===== config.mk =====
export PLATFORM = sky130hd
export DESIGN_NAME = bitfusion_mac_seq
export DESIGN_NICKNAME = d
export VERILOG_FILES = /design/src/rtl/bitfusion_mac_seq.sv
export SDC_FILE = /design/constraint.sdc
export NUM_CORES = 1
export LEC_CHECK = 0
export ABC_AREA = 1
export CORE_MARGIN = 1.5
export CORE_UTILIZATION = 49
export DETAILED_ROUTE_END_ITERATION = 7
export PLACE_DENSITY = 0.84
export SYNTH_ARGS = -nofsm -noshare
export SYNTH_HDL_FRONTEND = slang
export SYNTH_SLANG_ARGS = --single-unit
export TNS_END_PERCENT = 10

===== constraint.sdc =====
create_clock -name clk -period 2.2 [get_ports clk]
set_input_delay 0.22 -clock clk [delete_from_list [all_inputs] [get_ports clk]]
set_output_delay 0.22 -clock clk [all_outputs]
set_load 0.01 [all_outputs]

===== src/rtl/bitfusion_mac_seq.sv =====
// bitfusion_mac_seq
// Job sequencer around an external combinational Bit Fusion spatial multiplier.
// A command fixes the precision mode, the sign mode and the job length N. N
// operand-word pairs then stream through a two-stage pipeline: the operand
// register feeds the multiplier, and the product register feeds the accumulator.
// One accumulated result is returned over a valid/ready handshake.
//
// Ports
//   clk, reset           clock, synchronous active-low reset
//   cmd_*                command channel (mode, sign, length)
//   op_*                 operand pair stream (A word, B word)
//   mult_mode/sign/a/b   registered drive to the external multiplier
//   mult_out             combinational multiplier product
//   res_*                result channel (accumulated sum, sticky overflow)
//   busy                 high whenever the sequencer is not idle
//
// state  | meaning
// IDLE   | waiting for a command; cmd_ready high
// RUN    | accepting operand pairs until N have been issued
// DRAIN  | last pair issued, waiting for its product to be accumulated
// DONE   | result presented; held until res_ready

module bitfusion_mac_seq #(
    parameter int PRECISION   = 8,
    parameter int L_PRECISION = 2,
    parameter int IN_WIDTH    = (PRECISION / L_PRECISION) * PRECISION,
    parameter int MODE_WIDTH  = 2 * $clog2(PRECISION / L_PRECISION),
    parameter int OUT_WIDTH   = 2 * PRECISION,
    parameter int ACC_WIDTH   = 32,
    parameter int CNT_WIDTH   = 16
) (
    input  logic                  clk,
    input  logic                  reset,
    input  logic                  cmd_valid,
    output logic                  cmd_ready,
    input  logic [MODE_WIDTH-1:0] cmd_mode,
    input  logic [1:0]            cmd_sign,
    input  logic [CNT_WIDTH-1:0]  cmd_len,
    input  logic                  op_valid,
    output logic                  op_ready,
    input  logic [IN_WIDTH-1:0]   op_a,
    input  logic [IN_WIDTH-1:0]   op_b,
    output logic [MODE_WIDTH-1:0] mult_mode,
    output logic [1:0]            mult_sign,
    output logic [IN_WIDTH-1:0]   mult_a,
    output logic [IN_WIDTH-1:0]   mult_b,
    input  logic [OUT_WIDTH-1:0]  mult_out,
    output logic                  res_valid,
    input  logic                  res_ready,
    output logic [ACC_WIDTH-1:0]  res_data,
    output logic                  res_ovf,
    output logic                  busy
);

    typedef enum logic [1:0] {
        ST_IDLE  = 2'd0,
        ST_RUN   = 2'd1,
        ST_DRAIN = 2'd2,
        ST_DONE  = 2'd3
    } state_t;

    state_t                state_q, state_d;
    logic [MODE_WIDTH-1:0] mode_q, mode_d;
    logic [1:0]            sign_q, sign_d;
    logic [IN_WIDTH-1:0]   a_q, a_d;
    logic [IN_WIDTH-1:0]   b_q, b_d;
    logic [OUT_WIDTH-1:0]  prod_q, prod_d;
    logic [ACC_WIDTH-1:0]  acc_q, acc_d;
    logic                  ovf_q, ovf_d;
    logic [CNT_WIDTH-1:0]  cnt_q, cnt_d;
    logic [CNT_WIDTH-1:0]  len_q, len_d;
    logic                  s1_valid_q, s1_valid_d;
    logic                  s2_valid_q, s2_valid_d;

    logic                  op_fire;
    logic                  sign_any;
    logic [ACC_WIDTH-1:0]  addend;
    logic [ACC_WIDTH:0]    sum_full;
    logic                  ovf_now;

    assign op_fire  = op_valid && (state_q == ST_RUN);
    assign sign_any = (sign_q != 2'b00);

    // Any signed operand makes the product a signed quantity, so extend its sign.
    assign addend   = sign_any ? ACC_WIDTH'($signed(prod_q)) : ACC_WIDTH'(prod_q);
    assign sum_full = {1'b0, acc_q} + {1'b0, addend};

    // Signed: same-sign addends giving an opposite-sign sum. Unsigned: carry out.
    assign ovf_now  = sign_any
                    ? ((acc_q[ACC_WIDTH-1] == addend[ACC_WIDTH-1]) &&
                       (sum_full[ACC_WIDTH-1] != acc_q[ACC_WIDTH-1]))
                    : sum_full[ACC_WIDTH];

    always_comb begin
        state_d    = state_q;
        mode_d     = mode_q;
        sign_d     = sign_q;
        a_d        = a_q;
        b_d        = b_q;
        prod_d     = prod_q;
        acc_d      = acc_q;
        ovf_d      = ovf_q;
        cnt_d      = cnt_q;
        len_d      = len_q;
        s1_valid_d = op_fire;
        s2_valid_d = s1_valid_q;

        if (op_fire) begin
            a_d   = op_a;
            b_d   = op_b;
            cnt_d = cnt_q + 1'b1;
        end

        if (s1_valid_q) begin
            prod_d = mult_out;
        end

        if (s2_valid_q) begin
            acc_d = sum_full[ACC_WIDTH-1:0];
            ovf_d = ovf_q | ovf_now;
        end

        case (state_q)
            ST_IDLE: begin
                if (cmd_valid) begin
                    mode_d  = cmd_mode;
                    sign_d  = cmd_sign;
                    acc_d   = '0;
                    ovf_d   = 1'b0;
                    cnt_d   = '0;
                    len_d   = cmd_len;
                    state_d = (cmd_len == '0) ? ST_DONE : ST_RUN;
                end
            end
            ST_RUN: begin
                if (op_fire && ((cnt_q + 1'b1) == len_q)) begin
                    state_d = ST_DRAIN;
                end
            end
            ST_DRAIN: begin
                // No beats enter during DRAIN, so s2 alone with s1 empty marks
                // the edge performing the final accumulate.
                if (s2_valid_q && !s1_valid_q) begin
                    state_d = ST_DONE;
                end
            end
            ST_DONE: begin
                if (res_ready) begin
                    state_d = ST_IDLE;
                end
            end
            default: state_d = ST_IDLE;
        endcase
    end

    always_ff @(posedge clk) begin
        if (!reset) begin
            state_q    <= ST_IDLE;
            mode_q     <= '0;
            sign_q     <= '0;
            a_q        <= '0;
            b_q        <= '0;
            prod_q     <= '0;
            acc_q      <= '0;
            ovf_q      <= 1'b0;
            cnt_q      <= '0;
            len_q      <= '0;
            s1_valid_q <= 1'b0;
            s2_valid_q <= 1'b0;
        end else begin
            state_q    <= state_d;
            mode_q     <= mode_d;
            sign_q     <= sign_d;
            a_q        <= a_d;
            b_q        <= b_d;
            prod_q     <= prod_d;
            acc_q      <= acc_d;
            ovf_q      <= ovf_d;
            cnt_q      <= cnt_d;
            len_q      <= len_d;
            s1_valid_q <= s1_valid_d;
            s2_valid_q <= s2_valid_d;
        end
    end

    assign cmd_ready = (state_q == ST_IDLE);
    assign op_ready  = (state_q == ST_RUN);
    assign res_valid = (state_q == ST_DONE);
    assign busy      = (state_q != ST_IDLE);
    assign res_data  = acc_q;
    assign res_ovf   = ovf_q;
    assign mult_mode = mode_q;
    assign mult_sign = sign_q;
    assign mult_a    = a_q;
    assign mult_b    = b_q;

endmodule


==> results.tsv, run 1 <==
stage	metric	value	unit
floorplan	die height	131.9	um
finish	register area	3114	um^2
synth	complex-gate fraction of the synthesized area	18.65	%
worst_setup_path	CP arrival	2460	ps
clock_tree	CTS HTree Levels	4	
power_and_ir_drop	Pwr per Cell Area	833.1	nW/um^2
worst_setup_path	kind of critical path	reg -> reg	
global_route	first-pass GRT wire length	40.56	mm
worst_setup_path	crit-path cells	ha_4 > a21oi_1 > o21ai_0 > a21oi_1 > nand2_1 > nand2_1 > nand3_2 > nand2_1 > nand2_1 > nand2_1 > nand2_1 > o21ai_1 > inv_1	
route	Avg Vias per Cell	5.346	
floorplan	I/O pin count	214	
floorplan	Initial Util	50.73	%
finish	Filler Cell Count	1255	
placed_design	placed instance area	10570	um^2
route	post-route ant nets	0	
global_route	total gr overflow	0	
power_and_ir_drop	Clk pwr share	29.9	%
worst_setup_path	endpoint type of the worst setup path	flip-flop	
worst_setup_path	CP startpoint kind	flip-flop	
worst_setup_path	CP most frequent cell	nand2_1	
timing	RSZ-0062 raised after global routing	yes	
global_route	vias in the first global route	8430	
timing	final hold viol count	0	
synth	ys flop type	dfxtp_1	
worst_setup_path	CP required	2520	ps
timing	Setup Skew	9.315	ps
synth	Seq/Total Area, Yosys	38.09	%
finish	most frequent cells in the layout	238 x nor2_1, 212 x clkdlybuf4s50_1, 196 x nand2_1	
floorplan	core area	16060	um^2
clock_tree	Clk Latency, worst-skew pair	430	ps
worst_setup_path	Worst setup endpoint	res_data[27]$_SDFF_PN0_	
synth	synthesis-stage register bit count	155	
synth	Yosys top cell area share	38.09	%
clock_tree	CTS root buf	clkbuf_16	
power_and_ir_drop	Comb power frac	32.0	%
worst_setup_path	Worst Setup SP	res_data[10]$_SDFF_PN0_	
timing	Fmax	467.7	MHz
synth	post-synth top area cell	dfxtp_1	
synth	largest family of logic cells by synthesized area	simple AND/OR/NAND/NOR gates	
route	WL/cell	15.24	um
finish	fraction of layout instances using a drive strength above 1	12.80	%
worst_setup_path	Largest stage delay, worst path	410	ps
hold_path	HP Class	in -> reg	
placed_design	HPWL Detailed	18.29	mm
placed_design	placed insts	1626	
synth	Syn Std Cell Area	8147	um^2
power_and_ir_drop	Leak Pwr	4.775	nW
worst_setup_path	WP depth	13	
synth	Post-Synth XOR/XNOR Area	0.8601	%
timing	fin crit share	97.18	%
power_and_ir_drop	Net Switching	3.260	mW
finish	# diodes	0	
worst_setup_path	Buf/Inv on CP	1	
synth	Syn Nets	1345	
route	DRT Pass-1 Iters	5	
power_and_ir_drop	sequential share of power	38.1	%
finish	commonest non-fill, non-tap cell in the layout	nor2_1	
global_route	largest net degree at the start of global routing	73	
route	initial drt markers	642	
synth	synthesis warning total	0	
timing	worst hold slack	178.5	ps
worst_setup_path	R2R setup slack	60	ps
floorplan	die area	17410	um^2
clock_tree	Max clock buf depth	2	
finish	Design Area, Final	11540	um^2
timing	fin. max-slew vios	0	
job	MaxCap Viol Count	0	
global_route	all-layer global routing usage	28.82	%
synth	Simple-Gate Fraction of Synth Area	30.30	%
clock_tree	CTS Buf Count	17	
timing	min Tclk post-route	2138	ps
route	Post-Route WL	25.43	mm
route	DRC	0	
worst_setup_path	Max stage delay cell, worst path	dfxtp_1	
synth	Post-Synth Adder-Cell Area	3.471	%
power_and_ir_drop	sw frac	33.92	%
clock_tree	CTS sink count	155	
placed_design	Port Buffer Count	213	
route	Via Count	8923	
floorplan	row cnt	46	
synth	top post-synthesis cells by area	dfxtp_1 38%, nor2_1 11%, nand2_1 9.6%, o21ai_0 9.2%, inv_1 5.7%	
synth	asr flop ratio synth	0	%
worst_setup_path	Register-to-Register Path Depth	13	
worst_setup_path	CP top delay family	compound AO/OA/AOI/OAI gates	
outcome	status	complete, no violations	
finish	Cell Count, Final, Fillers Out	1669	
clock_tree	CTS clk-pin slew, worst paths	60	ps
synth	number of synthesized flops with an enable pin	0	
finish	Layout Nets	1569	
worst_setup_path	worst reg2reg startpoint	res_data[10]$_SDFF_PN0_	
global_route	initial antenna violation count	0	
timing	Least-Margin Pin Slew	584.4	ps
timing	max_slew headroom	60.53	%
synth	Avg Inst Size Synth	6.699	um^2
timing	Final setup viols	0	
power_and_ir_drop	Pint	6.352	mW
finish	multi-input logic area	4631	um^2
synth	Netlist cell types	44	
synth	Post-Syn Instances	1216	
floorplan	Die W	131.9	um
synth	post-synthesis mux area share	0	%
power_and_ir_drop	largest vdd supply drop	582.0	uV
clock_tree	CTS tree	built	
placed_design	Placer Congestion	0.9659	
worst_setup_path	worst r2r dst	res_data[27]$_SDFF_PN0_	
finish	Area growth, synth to finish	41.64	%
worst_setup_path	CP max FO	6	
==> power groups by stage <==
| stage | clock [mW] | combinational, mW | sequential [mW] |
|---|---|---|---|
| 6_report | 2.88 | 3.07 | 3.66 |
| 4_1_cts | 2.92 | 3.00 | 3.64 |
| 5_1_grt | 3.04 | 3.40 | 3.73 |
| 3_3_place_gp | 0 | 2.93 | 3.66 |
| 2_1_floorplan | 0 | 1.43 | 3.80 |
| 3_5_place_dp | 0 | 2.97 | 3.69 |
==> what timing repair did <==
| action | in CTS | in global routing |
|---|---|---|
| buffers inserted | 1 | 10 |
| resized for setup | 2 | 73 |
| hold buffers | 0 | 0 |
| pin swaps | 0 | 21 |
| hold endpoints to repair | 0 | 0 |
| cloned | 0 | 0 |
| setup endpoints to repair | 2 | 20 |
==> synthesized netlist by cell type, types with 4 or more instances <==
cell / instances
a21oi_1: 76
a41oi_1: 9
nor2_2: 16
nand4_1: 14
clkbuf_1: 35
a31oi_1: 5
nor3_1: 6
nor4_1: 4
nand2_2: 15
dfxtp_1: 155
ha_1: 21
nor2_4: 5
o21ai_1: 5
nand3_1: 54
o21ai_0: 150
or2_2: 4
xor2_1: 6
inv_1: 123
o211ai_1: 16
o21bai_1: 4
nand2_1: 208
nor2_1: 247
buf_2: 5
==> sequential cells by signal, indices dropped and copies added (netlist names) <==
signal,cells
mult_a,32
cnt_q,16
s2_valid_q,1
mult_sign,2
mult_b,32
len_q,16
prod_q,16
res_data,32
mult_mode,4
state_q,2
s1_valid_q,1
res_ovf,1
==> worst min-delay path: stages <==
cell and delay [ps]:
buf_2 190, o21ai_0 100, nor2_1 40
==> logic make-up (layout without fill, tap and decap cells) <==
kind of cell | after synthesis | in the layout
AND/OR/NAND/NOR | 581 | 581
adder cells (fa/ha/maj) | 22 | 22
XOR/XNOR | 8 | 8
buffers and inverters | 175 | 412
flip-flops | 155 | 155
AO/OA/AOI/OAI | 275 | 275
==> metrics by stage <==
step	setup TNS [ps]	utilization (%)	power (mW)	worst slack, ps
floorplan	0	-	5.232	119.9
global placement	-7.159	65.81	6.591	-7.159
detailed placement	-120.1	65.81	6.664	-101.4
CTS	0	69.49	9.554	20.35
global route	-388.7	71.86	10.16	-75.35
finish	0	71.86	9.612	62.04
==> cell type report <==
| class | count | share of cell area (%) |
|---|---|---|
| clock buffer | 18 | 3.806 |
| timing repair buffer | 251 | 21.34 |
| inverter | 129 | 4.196 |
| sequential | 155 | 26.99 |
| clock inverter | 14 | 1.193 |
| tap | 216 | 2.342 |
| multi-input combinational | 886 | 40.13 |
==> worst min-delay path by stage <==
stage,cells past startpoint,startpoint,end,slack (ps)
final,3,reset,len_q[13]$_SDFFE_PN0P_,180
after global routing,3,reset,len_q[13]$_SDFFE_PN0P_,200
after CTS,3,reset,len_q[13]$_SDFFE_PN0P_,170
after detailed placement,2,res_ovf$_SDFF_PN0_,res_ovf$_SDFF_PN0_,450
after global placement,2,res_ovf$_SDFF_PN0_,res_ovf$_SDFF_PN0_,450
after floorplan,2,mult_out[1],prod_q[1]$_SDFFE_PN0P_,350
==> layer usage <==
layer,wire length [um],vias up,global-route usage (%)
met5,0,-,0
met4,786,0,11.98
met3,2490,60,9.881
met2,12080,401,48.17
met1,10080,4045,33.72
li1,-,4417,-
No activity file was read; power rests on OpenSTA's default activity.
==> run 2, diff against run 1 <==
--- a/config.mk
+++ b/config.mk
@@ -6,6 +6,7 @@
 export NUM_CORES = 1
 export LEC_CHECK = 0
 export ABC_AREA = 1
+export CORE_ASPECT_RATIO = 1.2
 export CORE_MARGIN = 1.5
 export CORE_UTILIZATION = 49
 export DETAILED_ROUTE_END_ITERATION = 7
==> run 2 against run 1 <==
Compared with the run above:
- routed wire length is 1.4% lower
- clock power about the same
- utilization decreased by 2.2 points
- sequential share of layout area grew 0.53 points
- fmax rose by 0.86%
- die area hardly changed
- first-iteration DRC count decreased by 24%
- sequential power about the same
- design area is 1.7% lower
- largest cell class unchanged
- highest routed layer unchanged
==> results.tsv, run 2 (synthesized netlist as in run 1, its figures left out) <==
stage	metric	value	unit	change
outcome	status	complete, no violations		
timing	max_slew headroom	33.50	%	-27 points
power_and_ir_drop	largest vdd supply drop	826.5	uV	+42%
worst_setup_path	CP startpoint kind	flip-flop		
power_and_ir_drop	Pwr per Cell Area	839.0	nW/um^2	+0.72%
global_route	initial antenna violation count	0		unchanged
timing	RSZ-0062 raised after global routing	yes		
finish	commonest non-fill, non-tap cell in the layout	nor2_1		
timing	Final setup viols	0		unchanged
timing	fin. max-slew vios	0		unchanged
timing	Least-Margin Pin Slew	996.4	ps	+412.0 ps
floorplan	die height	144.2	um	+9.3%
clock_tree	CTS clk-pin slew, worst paths	70	ps	about the same
floorplan	core area	16270	um^2	+1.3%
timing	min Tclk post-route	2120	ps	-18.14 ps
clock_tree	CTS sink count	155		unchanged
worst_setup_path	kind of critical path	reg -> reg		
clock_tree	CTS tree	built		
global_route	vias in the first global route	8206		-2.7%
route	Via Count	8740		-2.1%
route	Avg Vias per Cell	5.291		-1.0%
timing	Setup Skew	7.489	ps	-1.826 ps
timing	Fmax	471.7	MHz	+0.86%
timing	worst hold slack	124.4	ps	-54.07 ps
timing	setup ws final	80.18	ps	+18.14 ps
route	WL/cell	15.18	um	-0.40%
clock_tree	CTS root buf	clkbuf_16		
finish	Area growth, synth to finish	39.21	%	
route	initial drt markers	491		-24%
timing	fin crit share	96.36	%	-0.82 points
finish	# diodes	0		unchanged
route	DRT Pass-1 Iters	8		+3
worst_setup_path	CP required	2510	ps	about the same
power_and_ir_drop	Leak Pwr	4.764	nW	-0.23%
floorplan	row cnt	51		+11%
floorplan	die area	17410	um^2	about the same
hold_path	HP Class	in -> reg		
job	MaxCap Viol Count	0		unchanged
global_route	total gr overflow	0		unchanged
floorplan	I/O pin count	214		unchanged
clock_tree	CTS HTree Levels	4		unchanged
clock_tree	CTS Buf Count	17		unchanged
worst_setup_path	CP arrival	2430	ps	-30 ps
placed_design	Port Buffer Count	213		unchanged
placed_design	Placer Congestion	0.9252		-4.2%
floorplan	Die W	120.7	um	-8.5%
global_route	largest net degree at the start of global routing	106		+45%
finish	fraction of layout instances using a drive strength above 1	10.76	%	-2.0 points
global_route	all-layer global routing usage	28.38	%	-0.44 points
route	Post-Route WL	25.07	mm	-1.4%
placed_design	dpl ws	14.49	ps	+115.9 ps
timing	final hold viol count	0		unchanged
placed_design	HPWL Detailed	18.34	mm	+0.27%
floorplan	Initial Util	50.07	%	-0.67 points
finish	most frequent cells in the layout	243 x nor2_1, 212 x clkdlybuf4s50_1, 200 x nand2_1		
worst_setup_path	CP max FO	5		-1
finish	Design Area, Final	11340	um^2	-1.7%
clock_tree	CTS hold repair buffers	0		unchanged
global_route	first-pass GRT wire length	39.01	mm	-3.8%
placed_design	placed instance area	10570	um^2	about the same
clock_tree	Max clock buf depth	2		unchanged
route	DRC	0		unchanged
finish	Layout Nets	1556		-0.83%
route	post-route ant nets	0		unchanged
clock_tree	Clk Latency, worst-skew pair	420	ps	about the same
worst_setup_path	endpoint type of the worst setup path	flip-flop		
[run 2: layout make-up]
cell class,instances,area (um^2)
sequential,155,3120
inverter,129,484.2
fill,1361,4931
timing repair buffer,237,2382
clock buffer,17,425.4
tap,212,265.3
clock inverter,15,145.1
multi-input combinational,887,4518
[run 2: routing by layer]
layer | track usage, % | up-vias | wire [um]
met5 | 0 | - | 0
met1 | 31.18 | 3975 | 9942
met4 | 10.40 | 0 | 614
li1 | - | 4392 | -
met3 | 8.912 | 52 | 2108
met2 | 51.26 | 321 | 12410
[run 2: critical path: stages, from the launching register on]
cell and delay [ps]:
dfxtp_1 370, ha_2 320, a21oi_1 170, nand2_2 110, nand3_1 90, nand2_1 130, nand2_1 110, nand2_1 120
nand2_1 110, nand3_2 80, a21oi_1 150, o21ai_0 120, o211ai_1 100, inv_1 50
[run 2: power breakdown]
| part | internal [mW] | total [mW] | switching (mW) |
|---|---|---|---|
| logic | 1.39 | 2.99 | 1.61 |
| clock network | 1.51 | 2.86 | 1.34 |
| registers | 3.32 | 3.67 | 0.345 |
| total | 6.22 | 9.52 | 3.30 |
[run 2: stage by stage]
stage / util (%) / total power, mW / instances / TNS [ps]
after floorplan: - / 5.232 / 1216 / 0
after global placement: 64.96 / 6.573 / 1618 / 0
after detailed placement: 64.96 / 6.630 / 1618 / 0
after CTS: 68.52 / 9.491 / 1650 / 0
after global routing: 69.70 / 10.05 / 1652 / -81.61
final: 69.70 / 9.515 / 1652 / 0
[run 2: timing repair]
action / 4_1_cts / 5_1_grt
resized for setup: 3 / 59
setup buffers: 0 / 1
setup endpoints to repair: 5 / 21
gates cloned: 0 / 1
pin swaps: 0 / 17
endpoints found under the hold margin: 0 / 0
[run 2: worst paths after layout]
path	start	slack, ps	cells past startpoint	end
max	res_data[2]$_SDFF_PN0_	80	13	res_data[23]$_SDFF_PN0_
min	reset	120	3	s1_valid_q$_SDFF_PN0_
max reg2reg	res_data[2]$_SDFF_PN0_	80	13	res_data[23]$_SDFF_PN0_
min reg2reg	res_ovf$_SDFF_PN0_	470	2	res_ovf$_SDFF_PN0_
==> run 3, diff against run 2 <==
--- a/config.mk
+++ b/config.mk
@@ -8,9 +8,10 @@
 export ABC_AREA = 1
 export CORE_ASPECT_RATIO = 1.2
 export CORE_MARGIN = 1.5
-export CORE_UTILIZATION = 49
+export CORE_UTILIZATION = 60
 export DETAILED_ROUTE_END_ITERATION = 7
-export PLACE_DENSITY = 0.84
+export DONT_BUFFER_PORTS = 1
+export PLACE_DENSITY = 0.8
 export SYNTH_ARGS = -nofsm -noshare
 export SYNTH_HDL_FRONTEND = slang
 export SYNTH_SLANG_ARGS = --single-unit
==> run 3 against run 2 <==
Compared with the run above:
- critical path depth up 2
- routed wire length up 6.9%
- non-clock buffer count down 88
- clock skew up 0.98 ps
- fmax up 1.1%
- power down 2.1%
- worst hold slack worse by 110 ps
- count of clock-buffer cells in the layout unchanged
- design area down 8.2%
- largest cell class unchanged
==> results.tsv, run 3 (synthesized netlist as in run 1, its figures left out) <==
stage	metric	value	unit	change
power_and_ir_drop	largest vdd supply drop	869.2	uV	+5.2%
timing	fin. max-slew vios	0		unchanged
timing	Least-Margin Pin Slew	939.3	ps	-57.10 ps
outcome	status	complete, no violations		
global_route	vias in the first global route	8609		+4.9%
global_route	total gr overflow	0		unchanged
worst_setup_path	CP max FO	4		-1
route	Via Count	8913		+2.0%
placed_design	Port Buffer Count	0		-100%
timing	setup_tns	0	ps	unchanged
route	Avg Vias per Cell	5.864		+11%
worst_setup_path	Buf/Inv on CP	1		unchanged
clock_tree	CTS sink count	155		unchanged
finish	Area growth, synth to finish	27.81	%	
floorplan	die height	130.6	um	-9.4%
worst_setup_path	CP top delay family	simple AND/OR/NAND/NOR gates		
clock_tree	Clk Latency, worst-skew pair	430	ps	about the same
timing	Setup Skew	8.466	ps	+0.9768 ps
placed_design	placed instance area	8518	um^2	-19%
job	MaxCap Viol Count	0		unchanged
clock_tree	CTS clk-pin slew, worst paths	70	ps	about the same
clock_tree	CTS root buf	clkbuf_16		
global_route	initial antenna violation count	0		unchanged
worst_setup_path	endpoint type of the worst setup path	flip-flop		
worst_setup_path	Max stage delay cell, worst path	dfxtp_1		
global_route	all-layer global routing usage	36.62	%	+8.2 points
power_and_ir_drop	overall power	9.311	mW	-2.1%
timing	min Tclk post-route	2097	ps	-22.35 ps
route	DRC	0		unchanged
worst_setup_path	CP required	2530	ps	+20 ps
worst_setup_path	CP arrival	2420	ps	about the same
route	Post-Route WL	26.81	mm	+6.9%
timing	Final setup viols	0		unchanged
floorplan	Initial Util	61.54	%	+11 points
timing	worst hold slack	13.15	ps	-111.3 ps
route	initial drt markers	700		+43%
timing	max_slew headroom	37.31	%	+3.8 points
worst_setup_path	kind of critical path	reg -> reg		
placed_design	dpl ws	19.31	ps	+4.822 ps
route	post-route ant nets	0		unchanged
floorplan	die area	14290	um^2	-18%
floorplan	Die W	109.4	um	-9.4%
clock_tree	CTS tree	built		
floorplan	row cnt	46		-9.8%
finish	Cell Count, Final, Fillers Out	1520		-8.0%
timing	setup ws final	102.5	ps	+22.35 ps
route	DRT Pass-1 Iters	6		-2
power_and_ir_drop	Pwr per Cell Area	894.2	nW/um^2	+6.6%
worst_setup_path	CP startpoint kind	flip-flop		
finish	most frequent cells in the layout	241 x nor2_1, 199 x nand2_1, 146 x dfxtp_1		
placed_design	HPWL Detailed	16.22	mm	-12%
clock_tree	CTS HTree Levels	4		unchanged
worst_setup_path	Largest stage delay, worst path	430	ps	+60 ps
global_route	first-pass GRT wire length	40.81	mm	+4.6%
worst_setup_path	crit-path cells	ha_1 > nand3_1 > nand2_2 > nand3_1 > nand2_2 > nand2_1 > nand2_2 > nand2_1 > nand3_2 > nand2_1 > nand2_1 > nand2_1 > nand2_1 > o21ai_1 > inv_1		
global_route	largest net degree at the start of global routing	102		-3.8%
hold_path	HP Class	in -> reg		
worst_setup_path	CP most frequent cell	nand2_1		
timing	final hold viol count	0		unchanged
finish	Layout Nets	1467		-5.7%
placed_design	placed insts	1385		-14%
floorplan	core area	13240	um^2	-19%
timing	fin crit share	95.34	%	-1.0 points
placed_design	Placer Congestion	0.9678		+4.6%
clock_tree	CTS Buf Count	17		unchanged
finish	Filler Cell Count	891		-35%
finish	Core Util, Final	78.66	%	+9.0 points
finish	fraction of layout instances using a drive strength above 1	14.06	%	+3.3 points
route	WL/cell	17.64	um	+16%
power_and_ir_drop	Leak Pwr	4.548	nW	-4.5%
timing	RSZ-0062 raised after global routing	yes		
timing	Fmax	476.8	MHz	+1.1%
clock_tree	Max clock buf depth	2		unchanged
finish	Design Area, Final	10410	um^2	-8.2%
floorplan	I/O pin count	214		unchanged
finish	commonest non-fill, non-tap cell in the layout	nor2_1		
## run 3: changes by cell type in the layout (fill, tap and decap cells not counted), sizes merged
cell           change
clkdlybuf4s50    -212
dlygate4sd3       +95
buf               +29
bufinv             +3
clkinv             -2
diode              +1
inv                -1
nor2               -1
## run 3: timing repair
action                                 4_1_cts  5_1_grt
endpoints found under the hold margin      101        0
setup buffers                                0        6
setup endpoints to repair                    3       21
resized for setup                            2       62
hold buffers                                96        0
pin swaps                                    0       13
## run 3: where the power goes
group	switching (mW)	internal (mW)	leakage, nW
logic	1.41	0.826	2.97
clock network	1.32	1.84	0.311
registers	0.595	3.32	1.27
total	3.33	5.99	4.55
## run 3: layout make-up
cell class              count  area, um^2  share of cell area (%)
multi-input cells         886        4561                   43.80
repair buffers            149        1414                   13.58
inverters                 129       484.2                   4.650
flip-flops and latches    155        3114                   29.91
diodes                      1       2.502                 0.02403
clock buffers              17       425.4                   4.086
clock inverters            15       201.4                   1.935
well taps                 168       210.2                   2.019
## run 3: worst paths after layout
kind	startpoint	end	slack (ps)	cells past startpoint
worst max-delay path	res_data[1]$_SDFF_PN0_	res_data[27]$_SDFF_PN0_	100	15
worst min-delay path	reset	mult_sign[1]$_SDFFE_PN0P_	10	2
worst max register to register	res_data[1]$_SDFF_PN0_	res_data[27]$_SDFF_PN0_	100	15
worst min register to register	len_q[8]$_SDFFE_PN0P_	len_q[8]$_SDFFE_PN0P_	480	2
## run 3: routing by layer
| layer | vias to the layer above | GRT usage, % | routed length (um) |
|---|---|---|---|
| li1 | 4208 | - | - |
| met1 | 4071 | 39.60 | 9733 |
| met2 | 506 | 62.11 | 13020 |
| met3 | 128 | 12.20 | 2644 |
| met4 | 0 | 21.39 | 1407 |
| met5 | - | 0 | 0 |
